<file path="src/rtl/ip_result_store.sv">
// ip_result_store: captures an operand and base address on start, waits a fixed
// compute latency, then writes NUM_OUT derived result fields to memory one per
// accepted request. Fields are stored at consecutive OUT_W/8-byte slots, and the
// final field is narrowed to LAST_BITS.
//
// Ports:
//   clock, reset       single clock, synchronous active-high reset
//   start_port         start request, sampled only while idle
//   input1, base_addr  operand and destination byte address, captured on start
//   done_port          one-cycle pulse, high in the cycle the last field is acked
//   busy               high while computing or writing
//   mem_req/mem_ack    write handshake; a transfer completes when both are high
//   mem_addr/mem_wdata/mem_size  write address, LSB-aligned data, size in bits
module ip_result_store #(
  parameter int unsigned IN_W      = 32,
  parameter int unsigned OUT_W     = 64,
  parameter int unsigned NUM_OUT   = 3,
  parameter int unsigned LAT       = 2,
  parameter int unsigned ADDR_W    = 32,
  parameter int unsigned LAST_BITS = 16
) (
  input  logic              clock,
  input  logic              reset,
  input  logic              start_port,
  input  logic [IN_W-1:0]   input1,
  input  logic [ADDR_W-1:0] base_addr,
  output logic              done_port,
  output logic              busy,
  output logic              mem_req,
  output logic [ADDR_W-1:0] mem_addr,
  output logic [OUT_W-1:0]  mem_wdata,
  output logic [6:0]        mem_size,
  input  logic              mem_ack
);

  localparam int unsigned PW    = 2 * IN_W;
  // Wide enough to hold either the full product or a full field.
  localparam int unsigned XW    = (PW > OUT_W) ? PW : OUT_W;
  localparam int unsigned IDX_W = (NUM_OUT > 1) ? $clog2(NUM_OUT) : 1;
  localparam int unsigned CNT_W = (LAT > 1) ? $clog2(LAT) : 1;
  localparam int unsigned BYTES = OUT_W / 8;

  typedef enum logic [1:0] {StIdle, StCompute, StWrite} state_e;

  state_e              state_q, state_d;
  logic [IN_W-1:0]     in_q;
  logic [ADDR_W-1:0]   base_q;
  logic [CNT_W-1:0]    cnt_q;
  logic [IDX_W-1:0]    idx_q;
  logic [OUT_W-1:0]    field_q [NUM_OUT];
  logic [OUT_W-1:0]    field_d [NUM_OUT];
  logic [PW-1:0]       prod;
  logic [XW-1:0]       fx;
  logic [OUT_W-1:0]    last_mask;
  logic                cnt_done;
  logic                last_idx;

  assign cnt_done  = (cnt_q == CNT_W'(LAT - 1));
  assign last_idx  = (idx_q == IDX_W'(NUM_OUT - 1));
  assign last_mask = OUT_W'({LAST_BITS{1'b1}});

  // Result fields derived from the captured operand; masking of the final
  // field happens here so the write path just forwards registered data.
  always_comb begin
    prod = PW'(in_q) * PW'(in_q);
    fx   = '0;
    for (int k = 0; k < NUM_OUT; k++) begin
      if (k == 0) begin
        fx = XW'(prod);
      end else if (k == 1) begin
        fx = XW'({in_q, in_q});
      end else begin
        fx = XW'(in_q + IN_W'(k));
      end
      field_d[k] = fx[OUT_W-1:0];
      if (k == NUM_OUT - 1) begin
        field_d[k] = field_d[k] & last_mask;
      end
    end
  end

  always_comb begin
    state_d   = state_q;
    busy      = 1'b0;
    mem_req   = 1'b0;
    mem_addr  = '0;
    mem_wdata = '0;
    mem_size  = '0;
    done_port = 1'b0;
    unique case (state_q)
      StIdle: begin
        if (start_port) state_d = StCompute;
      end
      StCompute: begin
        busy = 1'b1;
        if (cnt_done) state_d = StWrite;
      end
      StWrite: begin
        busy     = 1'b1;
        mem_req  = 1'b1;
        mem_addr = base_q + ADDR_W'(idx_q) * ADDR_W'(BYTES);
        for (int k = 0; k < NUM_OUT; k++) begin
          if (IDX_W'(k) == idx_q) mem_wdata = field_q[k];
        end
        mem_size = last_idx ? 7'(LAST_BITS) : 7'(OUT_W);
        if (mem_ack && last_idx) begin
          done_port = 1'b1;
          state_d   = StIdle;
        end
      end
      default: state_d = StIdle;
    endcase
  end

  always_ff @(posedge clock) begin
    if (reset) begin
      state_q <= StIdle;
      in_q    <= '0;
      base_q  <= '0;
      cnt_q   <= '0;
      idx_q   <= '0;
      for (int k = 0; k < NUM_OUT; k++) field_q[k] <= '0;
    end else begin
      state_q <= state_d;
      if (state_q == StIdle && start_port) begin
        in_q   <= input1;
        base_q <= base_addr;
        cnt_q  <= '0;
      end
      if (state_q == StCompute) begin
        if (cnt_done) begin
          for (int k = 0; k < NUM_OUT; k++) field_q[k] <= field_d[k];
          idx_q <= '0;
        end else begin
          cnt_q <= cnt_q + CNT_W'(1);
        end
      end
      if (state_q == StWrite && mem_ack && !last_idx) begin
        idx_q <= idx_q + IDX_W'(1);
      end
    end
  end

endmodule

</file>
<file path="config.mk">
export PLATFORM = sky130hd
export DESIGN_NAME = ip_result_store
export DESIGN_NICKNAME = d
export VERILOG_FILES = /design/src/rtl/ip_result_store.sv
export SDC_FILE = /design/constraint.sdc
export NUM_CORES = 2
export LEC_CHECK = 0
export ABC_AREA = 1
export CAP_MARGIN = 10
export CORE_ASPECT_RATIO = 1.2
export CORE_MARGIN = 3
export CORE_UTILIZATION = 55
export CTS_CLUSTER_SIZE = 10
export DETAILED_ROUTE_END_ITERATION = 6
export PLACE_DENSITY = 0.76
export SYNTH_ARGS = -nofsm -noshare
export SYNTH_HDL_FRONTEND = slang
export SYNTH_SLANG_ARGS = --single-unit
</file>
<file path="constraint.sdc">
create_clock -name clock -period 6.9 [get_ports clock]
set_input_delay 2.07 -clock clock [delete_from_list [all_inputs] [get_ports clock]]
set_output_delay 2.07 -clock clock [all_outputs]
set_load 0.01 [all_outputs]
</file>
==> results.yml <==
run_status:
  status: "completed"
final_layout:
  fin_nets: 6420
  final_area_mm2: 0.04540
  area_growth_pct: 14.43
  drive_gt1_share_pct: 8.242
  regArea_mm2: 0.004705
  utilization_pct: 63.74
  antenna_cells: 0
  nFillCells: 5976
  multiInputGateArea_mm2: 0.02931
critical_path:
  rr_startpoint: "in_q[7]$_SDFFE_PP0P_"
  crit_type: "register to register"
  setup.worst_path.start_class: "register"
  r2r-end: "field_q[0][35]$_SDFFCE_PN0P_"
  arrival_ns: 7.10
  cp_max_fo: 16
  reg2reg_slack_ns: 0.12
  rr_worst_depth: 27
  end_kind: "register"
  cp.required_ns: 7.22
yosys:
  synth_flop_cell: "edfxtp_1"
  synth_seq_cells: 178
  synth-seq-area-share_pct: 11.73
  syn-cell-area_mm2: 0.03967
  synthArstFlopShare_pct: 0
  synth-edff-count: 109
  ys_types: 47
  synthCells: 5018
  yosys_warnings: 0
  syn_area_per_cell_um2: 7.906
drt:
  drt_wl_total_um: 121700
  ant_nets: 0
  wl_per_cell_um: 19.65
  drtIter0Drc: 2468
  first_pass_iters: 5
  viasPerCell: 5.300
  post-route-drc-count: 0
  num_vias: 32820
min_path:
  hold_class: "register to register"
  min_path_cells: 2
  worstHoldStart: "base_q[29]$_SDFFE_PP0P_"
  hold_end: "base_q[29]$_SDFFE_PP0P_"
die:
  die_y_um: 300.2
  die_w_um: 251.2
  core_region_area_mm2: 0.07122
  io_pins: 174
  die_area_mm2: 0.07541
  fp-row-count: 107
  start_util_pct: 55.70
clock_tree:
  cts_root_buf: "clkbuf_16"
  clk_pin_slew_ns: 0.09
  numCtsBuffers: 17
  cts_buffer_depth: 2
  htreeDepth: 4
  insertion_delay_ns: 0.51
  cts_tree: "yes"
  clkSinkCount: 178
placement:
  port_buffers: 168
  dp_hpwl_um: 99080
  gp_congestion: 0.9943
  placed_cell_area_mm2: 0.04367
sta:
  finalMaxSlewViolations: 0
  min_period_over_period_pct: 98.21
  tightestPinTransition_ns: 0.9922
  skew_ns: 0.02030
  setup_viol: 0
  tns_ns: 0
  hold_viol: 0
  fin_crit_ns: 6.776
  rsz0062_at_grt: "yes"
  max_clock_freq_mhz: 147.6
  fin_hold_ws_ns: 0.4870
  slew_headroom_pct: 33.78
global_route:
  grt_pass1_vias: 34770
  grt.overflow.total: 0
  grt_usage_pct: 32.19
  antenna_found_initial: 2
  grt_pass1_wl_um: 185900
  grt_max_degree: 74
job:
  cap_violations: 0
[kinds of logic after synthesis]
kind of cell / synth area share (%)
buffers and inverters: 16.06
and+or+nand+nor: 15.48
adders and majority gates: 49.61
AOI/OAI and AO/OA: 5.964
DFF: 11.73
xor gates and xnor gates: 1.148
other: 0.009452
[how the worst max path moves through the flow]
| stage | start | end | slack, ns | cells after the start |
|---|---|---|---|---|
| floorplan | in_q[11]$_SDFFE_PP0P_ | field_q[0][58]$_SDFFCE_PN0P_ | 0.04 | 27 |
| global placement | in_q[13]$_SDFFE_PP0P_ | field_q[0][58]$_SDFFCE_PN0P_ | 0.02 | 25 |
| detailed placement | in_q[7]$_SDFFE_PP0P_ | field_q[0][26]$_SDFFCE_PN0P_ | -0.05 | 25 |
| CTS | in_q[13]$_SDFFE_PP0P_ | field_q[0][58]$_SDFFCE_PN0P_ | 0.002 | 25 |
| global route | in_q[26]$_SDFFE_PP0P_ | field_q[0][52]$_SDFFCE_PN0P_ | -0.10 | 29 |
| finish | in_q[7]$_SDFFE_PP0P_ | field_q[0][35]$_SDFFCE_PN0P_ | 0.12 | 27 |
[layout by cell type, fill, tap and decap left out, types with 6 or more instances in the layout]
cell                n
o21bai_1           26
nand3_1            62
dfxtp_1            51
ha_4               16
nor2_1            255
nand4_1            18
inv_1            1514
and2_1              7
fa_1              785
dfxtp_4            11
a21oi_2            19
a21boi_0           14
buf_12             30
ha_1              285
nand2_1          1076
nand2_2            37
inv_2               6
a31oi_1            11
a21oi_1           205
xnor2_1            14
clkbuf_16          29
edfxtp_1          109
o21ai_0           149
dfxtp_2             7
nor2_2             37
buf_4             161
buf_6              10
clkdlybuf4s50_1   168
xor2_1             37
nand3_2             9
nor3_1             18
ha_2                8
nor2_4             13
[critical path, cell delays in order, from the launching register on]
cell and delay (ns):
dfxtp_4 0.40, buf_12 0.17, nand2_1 0.11, fa_1 0.53, inv_1 0.08, fa_1 0.46
fa_1 0.56, inv_1 0.05, fa_1 0.47, inv_1 0.05, fa_1 0.49, fa_1 0.50
fa_1 0.52, inv_1 0.07, fa_1 0.47, inv_1 0.05, ha_1 0.32, buf_4 0.17
nand2_2 0.09, inv_1 0.04, nand2_1 0.05, nand2_1 0.08, inv_1 0.06, nand2_1 0.08
o21bai_1 0.18, nand2b_1 0.18, and2_1 0.15, nor2_2 0.18
[metal layers]
layer / global-route usage, % / up-vias / share of wire [%]
li1: - / 14960 / -
met1: 37.63 / 15960 / 35
met2: 57.08 / 1453 / 50
met3: 4.836 / 440 / 7.9
met4: 17.49 / 2 / 6.8
met5: 0 / - / 0.011
[sequential cells by signal (all words and copies together) (netlist names)]
| register | cells |
|---|---|
| base_q | 32 |
| cnt_done | 1 |
| field_q | 109 |
| idx_q | 2 |
| in_q | 32 |
| state_q | 2 |
[what timing repair did]
action	4_1_cts	5_1_grt
gates resized for setup	6	201
pin swaps	0	29
cloned	0	10
hold endpoints to repair	0	0
hold buffers	0	0
buffers inserted	0	12
endpoints found under the setup margin	3	47
[per-stage QoR]
stage,setup slack [ns],cells
2_1_floorplan,0.03515,5022
5_1_grt,-0.1041,6192
3_5_place_dp,-0.04984,6138
6_report,0.1235,6192
4_1_cts,0.002442,6170
3_3_place_gp,0.02321,6138
[area by class of cell]
type | instances | area share (%)
multi-input cells | 3155 | 64.56
inverters | 1521 | 12.58
flip-flops and latches | 178 | 10.36
repair buffers | 380 | 8.521
well taps | 926 | 2.552
clock buffers | 19 | 1.047
clock inverters | 13 | 0.3776
[cells in the mapped netlist (18+ instances only)]
cell type     n  area [µm²]
a21oi_1     224        1121
buf_1        20       75.07
clkbuf_1    137       514.2
dfxtp_1      69        1381
edfxtp_1    109        3273
fa_1        790       15820
ha_1        309        3866
inv_1      1519        5702
nand2_1    1114        4182
nand3_1      71       355.3
nand4_1      18       112.6
nor2_1      299        1122
nor3_1       18       90.09
o21ai_0     152       760.7
o21bai_1     26       195.2
xor2_1       38       332.8
Power is left out: the tool's default activity adds up to more than one toggle a clock period on the data nets, which glitch-free logic cannot reach.
